--- config.mk ---
export PLATFORM = sky130hd
export DESIGN_NAME = dct2d_seq_ctrl_flat
export DESIGN_NICKNAME = d
export VERILOG_FILES = /design/src/rtl/dct2d_pkg.sv /design/src/rtl/dct2d_seq_ctrl_if.sv /design/src/rtl/dct2d_tbuf.sv /design/src/rtl/dct2d_seq_ctrl.sv /design/src/flat_wrapper.sv
export SDC_FILE = /design/constraint.sdc
export NUM_CORES = 2
export LEC_CHECK = 0
export BUFFER_PORTS_ARGS = -buffer_cell sky130_fd_sc_hd__buf_2
export CAP_MARGIN = 20
export CELL_PAD_IN_SITES_DETAIL_PLACEMENT = 1
export CELL_PAD_IN_SITES_GLOBAL_PLACEMENT = 2
export CORE_ASPECT_RATIO = 0.6
export CORE_MARGIN = 10
export CORE_UTILIZATION = 48
export DETAILED_ROUTE_END_ITERATION = 10
export PLACE_DENSITY_LB_ADDON = 0.1
export SYNTH_ARGS = -nofsm -noshare
export SYNTH_HDL_FRONTEND = slang
export SYNTH_SLANG_ARGS = --single-unit
export TNS_END_PERCENT = 20
--- constraint.sdc ---
create_clock -name clk -period 25.5 [get_ports clk]
set_clock_uncertainty 0.2 [all_clocks]
set_input_delay 2.55 -clock clk [delete_from_list [all_inputs] [get_ports clk]]
set_output_delay 2.55 -clock clk [all_outputs]
set_load 0.1 [all_outputs]
--- src/rtl/dct2d_pkg.sv ---
// Shared types and constants for the 2-D DCT sequencer and its buffers.
package dct2d_pkg;
   localparam int N      = 8;
   localparam int CNT_W  = 4;
   localparam int IDX_W  = 3;
   localparam int WORD_W = 32;

   typedef enum logic [2:0] {
      IDLE,
      ROW_ISSUE,
      ROW_DRAIN,
      COL_ISSUE,
      COL_DRAIN,
      EMIT
   } dct2d_state_e;

   typedef logic [N-1:0][WORD_W-1:0] vec8_t;
endpackage

--- src/rtl/dct2d_seq_ctrl_if.sv ---
// Streaming input, core issue/return and streaming output of the DCT sequencer.
interface dct2d_seq_ctrl_if #(
   parameter int DATA_W = 32
);
   import dct2d_pkg::*;

   logic                     in_valid;
   logic                     in_ready;
   logic [N-1:0][DATA_W-1:0] in_row;
   logic                     core_valid_in;
   logic [N-1:0][DATA_W-1:0] core_data_in;
   logic                     core_valid_out;
   logic [N-1:0][DATA_W-1:0] core_data_out;
   logic                     out_valid;
   logic                     out_ready;
   logic [N-1:0][DATA_W-1:0] out_row;
   logic                     out_last;

   modport slave (
      input  in_valid, in_row, core_valid_out, core_data_out, out_ready,
      output in_ready, core_valid_in, core_data_in, out_valid, out_row, out_last
   );

   modport master (
      output in_valid, in_row, core_valid_out, core_data_out, out_ready,
      input  in_ready, core_valid_in, core_data_in, out_valid, out_row, out_last
   );
endinterface

--- src/rtl/dct2d_tbuf.sv ---
// 8x8 word array with one write port (row or column) and one read port (row or column).
module dct2d_tbuf
   import dct2d_pkg::*;
#(
   parameter int DATA_W = 32
) (
   input  logic                     clk,
   input  logic                     we,
   input  logic                     wr_col,
   input  logic [IDX_W-1:0]         wr_idx,
   input  logic [N-1:0][DATA_W-1:0] wr_data,
   input  logic                     rd_col,
   input  logic [IDX_W-1:0]         rd_idx,
   output logic [N-1:0][DATA_W-1:0] rd_data
);
   logic [N-1:0][N-1:0][DATA_W-1:0] mem_q, mem_d;

   always_comb begin
      mem_d = mem_q;
      if (we) begin
         if (wr_col) begin
            for (int r = 0; r < N; r++) mem_d[r][wr_idx] = wr_data[r];
         end else begin
            mem_d[wr_idx] = wr_data;
         end
      end
   end

   // Contents are meaningless outside a block, so the array carries no reset.
   always_ff @(posedge clk) begin
      mem_q <= mem_d;
   end

   always_comb begin
      rd_data = mem_q[rd_idx];
      if (rd_col) begin
         for (int r = 0; r < N; r++) rd_data[r] = mem_q[r][rd_idx];
      end
   end
endmodule

--- src/rtl/dct2d_seq_ctrl.sv ---
// 2-D 8x8 DCT sequencer time-sharing one external 8-point 1-D core:
// rows -> transpose buffer, columns -> output buffer, then rows streamed out.
module dct2d_seq_ctrl
   import dct2d_pkg::*;
#(
   parameter int DATA_W    = 32,
   parameter int MID_SHIFT = 0,
   parameter int TIMEOUT   = 255
) (
   input  logic            clk,
   input  logic            rst_n,
   dct2d_seq_ctrl_if.slave bus,
   output logic            busy,
   output logic            err_unexpected,
   output logic            err_timeout
);
   localparam int TMO_W = $clog2(TIMEOUT + 1);
   typedef logic [N-1:0][DATA_W-1:0] row_t;

   dct2d_state_e     state_q, state_d;
   logic [IDX_W-1:0] in_cnt_q, in_cnt_d, col_q, col_d, emit_q, emit_d;
   logic [CNT_W-1:0] rcnt_q, rcnt_d, outst_q, outst_d;
   logic [TMO_W-1:0] tmo_q, tmo_d;
   logic             cvi_q, cvi_d, err_unexp_q, err_unexp_d, err_tmo_q, err_tmo_d;
   row_t             cdi_q, cdi_d, shifted, tbuf_col, obuf_row;
   logic             in_acc, in_fire, res_ok, row_pass, col_pass, draining;
   logic             rcnt_full, tmo_hit, out_fire;

   always_comb begin
      in_acc    = (state_q == IDLE) || (state_q == ROW_ISSUE);
      in_fire   = in_acc && bus.in_valid;
      res_ok    = bus.core_valid_out && (outst_q != '0);
      row_pass  = (state_q == ROW_ISSUE) || (state_q == ROW_DRAIN);
      col_pass  = (state_q == COL_ISSUE) || (state_q == COL_DRAIN);
      draining  = (state_q == ROW_DRAIN) || (state_q == COL_DRAIN);
      rcnt_full = (rcnt_q == CNT_W'(N));
      tmo_hit   = draining && !rcnt_full && !bus.core_valid_out &&
                  (tmo_q == TMO_W'(TIMEOUT - 1));
      out_fire  = (state_q == EMIT) && bus.out_ready;
   end

   // Inter-pass renormalisation keeps the sign of the row result.
   always_comb begin
      for (int c = 0; c < N; c++)
         shifted[c] = DATA_W'($signed(bus.core_data_out[c]) >>> MID_SHIFT);
   end

   always_ff @(posedge clk or negedge rst_n) begin
      if (!rst_n) state_q <= IDLE;
      else        state_q <= state_d;
   end

   always_comb begin
      state_d = state_q;
      unique case (state_q)
         IDLE:      if (bus.in_valid) state_d = ROW_ISSUE;
         ROW_ISSUE: if (in_fire && in_cnt_q == IDX_W'(N - 1)) state_d = ROW_DRAIN;
         ROW_DRAIN: if (rcnt_full) state_d = COL_ISSUE;
                    else if (tmo_hit) state_d = IDLE;
         COL_ISSUE: if (col_q == IDX_W'(N - 1)) state_d = COL_DRAIN;
         COL_DRAIN: if (rcnt_full) state_d = EMIT;
                    else if (tmo_hit) state_d = IDLE;
         EMIT:      if (out_fire && emit_q == IDX_W'(N - 1)) state_d = IDLE;
         default:   state_d = IDLE;
      endcase
   end

   always_comb begin
      in_cnt_d    = in_cnt_q;
      col_d       = col_q;
      emit_d      = emit_q;
      rcnt_d      = rcnt_q;
      tmo_d       = '0;
      cvi_d       = 1'b0;
      cdi_d       = cdi_q;
      outst_d     = outst_q + CNT_W'(cvi_q) - CNT_W'(res_ok);
      err_unexp_d = err_unexp_q || (bus.core_valid_out && outst_q == '0);
      err_tmo_d   = err_tmo_q || tmo_hit;

      if (in_fire) begin
         in_cnt_d = (in_cnt_q == IDX_W'(N - 1)) ? '0 : in_cnt_q + IDX_W'(1);
         cvi_d    = 1'b1;
         cdi_d    = bus.in_row;
      end
      if (state_q == COL_ISSUE) begin
         cvi_d = 1'b1;
         cdi_d = tbuf_col;
         col_d = col_q + IDX_W'(1);
      end
      if (res_ok) rcnt_d = rcnt_q + CNT_W'(1);
      if (draining && !rcnt_full && !bus.core_valid_out && !tmo_hit) tmo_d = tmo_q + TMO_W'(1);
      // A finished pass or an abandoned block restarts the return bookkeeping.
      if ((draining && rcnt_full) || tmo_hit) rcnt_d = '0;
      if (tmo_hit) outst_d = '0;
      if (out_fire) emit_d = emit_q + IDX_W'(1);
   end

   always_ff @(posedge clk or negedge rst_n) begin
      if (!rst_n) begin
         in_cnt_q    <= '0;
         col_q       <= '0;
         emit_q      <= '0;
         rcnt_q      <= '0;
         outst_q     <= '0;
         tmo_q       <= '0;
         cvi_q       <= 1'b0;
         cdi_q       <= '0;
         err_unexp_q <= 1'b0;
         err_tmo_q   <= 1'b0;
      end else begin
         in_cnt_q    <= in_cnt_d;
         col_q       <= col_d;
         emit_q      <= emit_d;
         rcnt_q      <= rcnt_d;
         outst_q     <= outst_d;
         tmo_q       <= tmo_d;
         cvi_q       <= cvi_d;
         cdi_q       <= cdi_d;
         err_unexp_q <= err_unexp_d;
         err_tmo_q   <= err_tmo_d;
      end
   end

   always_comb begin
      bus.in_ready      = rst_n && in_acc;
      bus.core_valid_in = cvi_q;
      bus.core_data_in  = cdi_q;
      bus.out_valid     = (state_q == EMIT);
      bus.out_row       = (state_q == EMIT) ? obuf_row : '0;
      bus.out_last      = (state_q == EMIT) && (emit_q == IDX_W'(N - 1));
      busy              = (state_q != IDLE);
      err_unexpected    = err_unexp_q;
      err_timeout       = err_tmo_q;
   end

   dct2d_tbuf #(.DATA_W(DATA_W)) u_tbuf (
      .clk     (clk),
      .we      (res_ok && row_pass),
      .wr_col  (1'b0),
      .wr_idx  (rcnt_q[IDX_W-1:0]),
      .wr_data (shifted),
      .rd_col  (1'b1),
      .rd_idx  (col_q),
      .rd_data (tbuf_col)
   );

   dct2d_tbuf #(.DATA_W(DATA_W)) u_obuf (
      .clk     (clk),
      .we      (res_ok && col_pass),
      .wr_col  (1'b1),
      .wr_idx  (rcnt_q[IDX_W-1:0]),
      .wr_data (bus.core_data_out),
      .rd_col  (1'b0),
      .rd_idx  (emit_q),
      .rd_data (obuf_row)
   );
endmodule

--- src/flat_wrapper.sv ---
// flat-port wrapper written by rule: the top's interface ports become plain ports
module dct2d_seq_ctrl_flat import dct2d_pkg::*;
#(
   parameter int DATA_W    = 32,
   parameter int MID_SHIFT = 0,
   parameter int TIMEOUT   = 255
)
  (clk, rst_n, busy, err_unexpected, err_timeout, bus_in_valid, bus_in_row, bus_core_valid_out, bus_core_data_out, bus_out_ready, bus_in_ready, bus_core_valid_in, bus_core_data_in, bus_out_valid, bus_out_row, bus_out_last);
  dct2d_seq_ctrl_if #(.DATA_W(DATA_W)) bus_i ();
  input  logic clk;
  input  logic rst_n;
  output logic busy;
  output logic err_unexpected;
  output logic err_timeout;
  input wire logic [$bits(bus_i.in_valid)-1:0] bus_in_valid;
  input wire logic [$bits(bus_i.in_row)-1:0] bus_in_row;
  input wire logic [$bits(bus_i.core_valid_out)-1:0] bus_core_valid_out;
  input wire logic [$bits(bus_i.core_data_out)-1:0] bus_core_data_out;
  input wire logic [$bits(bus_i.out_ready)-1:0] bus_out_ready;
  output wire logic [$bits(bus_i.in_ready)-1:0] bus_in_ready;
  output wire logic [$bits(bus_i.core_valid_in)-1:0] bus_core_valid_in;
  output wire logic [$bits(bus_i.core_data_in)-1:0] bus_core_data_in;
  output wire logic [$bits(bus_i.out_valid)-1:0] bus_out_valid;
  output wire logic [$bits(bus_i.out_row)-1:0] bus_out_row;
  output wire logic [$bits(bus_i.out_last)-1:0] bus_out_last;
  assign bus_i.in_valid = bus_in_valid;
  assign bus_i.in_row = bus_in_row;
  assign bus_i.core_valid_out = bus_core_valid_out;
  assign bus_i.core_data_out = bus_core_data_out;
  assign bus_i.out_ready = bus_out_ready;
  assign bus_in_ready = bus_i.in_ready;
  assign bus_core_valid_in = bus_i.core_valid_in;
  assign bus_core_data_in = bus_i.core_data_in;
  assign bus_out_valid = bus_i.out_valid;
  assign bus_out_row = bus_i.out_row;
  assign bus_out_last = bus_i.out_last;
  dct2d_seq_ctrl #(.DATA_W(DATA_W), .MID_SHIFT(MID_SHIFT), .TIMEOUT(TIMEOUT)) u_core (.clk(clk), .rst_n(rst_n), .bus(bus_i), .busy(busy), .err_unexpected(err_unexpected), .err_timeout(err_timeout));
endmodule
==> results.md <==
- Outcome: completed
- Worst R2R Setup Slack: roughly 19 ns
- IO Port Bufs: a little over 1000
- CTS tree: done
- # rows: 167
- Met1 usage: 0.381
- Hpwl dp: roughly 290000 um
- GRT Residual Overflow: 0
- Crit path to: bus_out_row[246]
- WP data arrival: 5.39 ns
- RD Place Congestion: ~0.78
- CTS sink cnt: 4383
- Hold path startpoint: u_core.in_cnt_q[1]$_DFFE_PN0P_
- Fillers: approximately 30000
- Root Driver: clkbuf_16
- Nets: between 9000 and 10000
- F_max: ~120 MHz
- Die Span Y: 476 um
- Count of cell types in the netlist: 45
- Crit Path Category: register to output port
- Max VDD drop: about 0.00011 V
- Share of cells above drive strength 1: 0.325
- Via density: 6.05
- Gr usage total: 0.249
- Die W: roughly 780 um
- Setup Buffers After CTS: 0
- Post-synth top area share: 0.738
- I/O pin cnt: 1036
- Commonest non-fill, non-tap cell in the layout: edfxtp_1
- Reg-to-reg critical path startpoint: u_core.state_q[1]$_DFFE_PN0P_
- CTS resizes: 0
- Worst Hold Class: register to register
- Mean Syn Cell Area: 22.2 um2
- DRT iter0 DRCs: 9042
- Max-Cap Viols: 0
- CTS HTree Levels: 5
- Via count: between 80000 and 90000
- Clock-pin transition on the worst setup and hold timing paths: 0.07 ns
- Final min period: ~8.1 ns
- Share of flip-flops with an asynchronous set or reset: 0.0655
- Worst reg2reg path endpoint: u_core.u_obuf.mem_q[1291]$_DFFE_PP_
- Met2 GRT Util: 0.377
- Slew Limit Fails: 0
- Maximum root-to-sink buffer count: 4
- Hold Slack: 0.325 ns
- Sequential area share after synthesis: 0.781
- Final hold vios: 0
- EDFF count, synth: approximately 4100
- Routed Antenna Nets: 0
- FF+latch count, synth: approximately 4400
- Leak pwr: roughly 60 nW
- First-pass GRT wire length: about 670000 um
- Total CTS buffers: approximately 400
- Number of global-route vias before repair: around 87000
- Initial antenna violation count: 52
- Power density cells: 111 mW/mm2
- Yosys warnings: 0
- Slew HR: 0.0984
- R2R depth: 8
- Synth Cell Area: 0.167 mm2
- # hold bufs at CTS: 0
- Pin count of the biggest net entering global routing: roughly 140
- Final WL: 472000 um
- Unrepaired setup endpoints after global routing: false
- Crit share post-route: 0.319
- Residual DRC: 0
- Setup TNS: 0 ns
- Critical path startpoint category: register
- Top post-synthesis cells by area: edfxtp_1 74%, mux4_2 14%, dfrtp_1 4.3%
- Avg WL per Cell: 34.5 um
- Cell accounting for the most synthesized area: edfxtp_1
- Most frequent cells in the layout: 4096 x edfxtp_1, 1034 x buf_2, 1024 x mux4_2
- Clock network latency to the later pin of the worst-skew pair: 0.93 ns
- Initial Util: 0.483
- Synthesized instance count: roughly 7500
- Mapped Nets: about 8000
- Critical path origin: u_core.emit_q[0]$_DFFE_PN0P_
- M3 GR Usage: 0.0397
- Crit-path max FO: 43
- Final setup violating endpoints: 0
- Core area: 0.345 mm2
- Ys flop type: edfxtp_1
- Busiest grt layer: met1
- Drt pass-1 iters: 5
- WP data required: roughly 23 ns
- Die area: between 0.3 and 0.4 mm2
- Worst-Margin Slew: 1.35 ns
- CP endpoint kind: output port
- P&R area growth vs syn: 13.9%
==> worst min path at each step <==
stage,to,slack [ns],depth (start not counted)
after CTS,u_core.in_cnt_q[1]$_DFFE_PN0P_,0.32,1
after detailed placement,u_core.in_cnt_q[1]$_DFFE_PN0P_,0.31,1
after floorplan,u_core.col_q[0]$_DFFE_PN0P_,0.28,2
after global routing,u_core.in_cnt_q[1]$_DFFE_PN0P_,0.33,1
final,u_core.in_cnt_q[1]$_DFFE_PN0P_,0.33,1
after global placement,u_core.in_cnt_q[2]$_DFFE_PN0P_,0.30,1
==> cells by family (layout without fill, tap and decap cells) <==
group           after synthesis  in the layout  share of synthesized area
flops                      4383           4383                      0.781
mux                        1542           1542                      0.171
simple gates                857            857                     0.0200
buf+inv                     418           1923                     0.0154
compound gates              269            269                     0.0101
fa+ha+maj                    16             16                    0.00125
xor+xnor                     14             14                   0.000736
other cells                   0             19                          0
==> worst max-delay path, cell delays in order, from the launching register on <==
cell,delay (ns)
dfrtp_4,0.82
buf_4,0.75
buf_4,0.38
buf_16,0.32
buf_4,0.69
mux4_2,0.60
mux2i_1,0.32
nor2_1,0.08
buf_2,0.34
==> metal layers <==
metal	wire [um]	vias up
li1	-	33284
met3	32200	526
met1	210000	45658
met5	27	-
met4	12400	4
met2	217000	3249
==> state kept, by name, summed over array words and instances (netlist names) <==
signal                    cells
u_core.in_cnt_q               3
u_core.tmo_q                  8
u_core.rcnt_q                 4
u_core.state_q                3
u_core.err_unexpected         1
u_core.bus.core_data_in     256
u_core.bus.core_valid_in      1
u_core.u_tbuf.mem_q        2048
u_core.err_timeout            1
u_core.u_obuf.mem_q        2048
u_core.emit_q                 3
u_core.col_q                  3
u_core.outst_q                4
==> synthesized netlist by cell type, drive strengths merged, types with 2 or more instances <==
cell type and count:
and3 2, nand3b 3, nor3b 4, and2 5, xnor2 3, mux4 1024
mux2i 257, nor3 4, nand2b 4, nor2 794, ha 15, dfrtp 287
xor2 11, nand3 7, inv 13, o22ai 256, edfxtp 4096, a21oi 5
clkbuf 70, nand2 21, mux2 261, or2 2, buf 335, or3 5
==> power breakdown <==
| part | leakage (nW) | internal (mW) | switching, mW |
|---|---|---|---|
| Clock | 6.48 | 3.51 | 2.64 |
| Sequential | 40.2 | 8.70 | 0.444 |
| Combinational | 14.2 | 1.71 | 3.99 |
==> stage by stage <==
stage          utilization  std cells  worst slack, ns  area (um2)  total power, mW
2_1_floorplan            -       7499             3.84      167000             13.7
3_3_place_gp         0.511      12906            17.90      176000             15.0
3_5_place_dp         0.511      12906            17.82      176000             15.1
4_1_cts              0.549      13646            16.78      190000             21.2
5_1_grt              0.550      13656            16.87      190000             21.8
6_report             0.550      13670            17.36      190000             21.0
==> cell type report <==
| type | instances | area [um2] | share of cell area |
|---|---|---|---|
| sequential | 4383 | 130000 | 0.686 |
| multi-input combinational | 2698 | 34100 | 0.179 |
| clock buffer | 539 | 11100 | 0.0583 |
| timing repair buffer | 1170 | 6490 | 0.0342 |
| tap | 4647 | 5810 | 0.0306 |
| clock inverter | 201 | 2150 | 0.0113 |
| inverter | 13 | 48.8 | 0.000257 |
| antenna | 19 | 47.5 | 0.000250 |
Power figures use the tool's default switching activity.
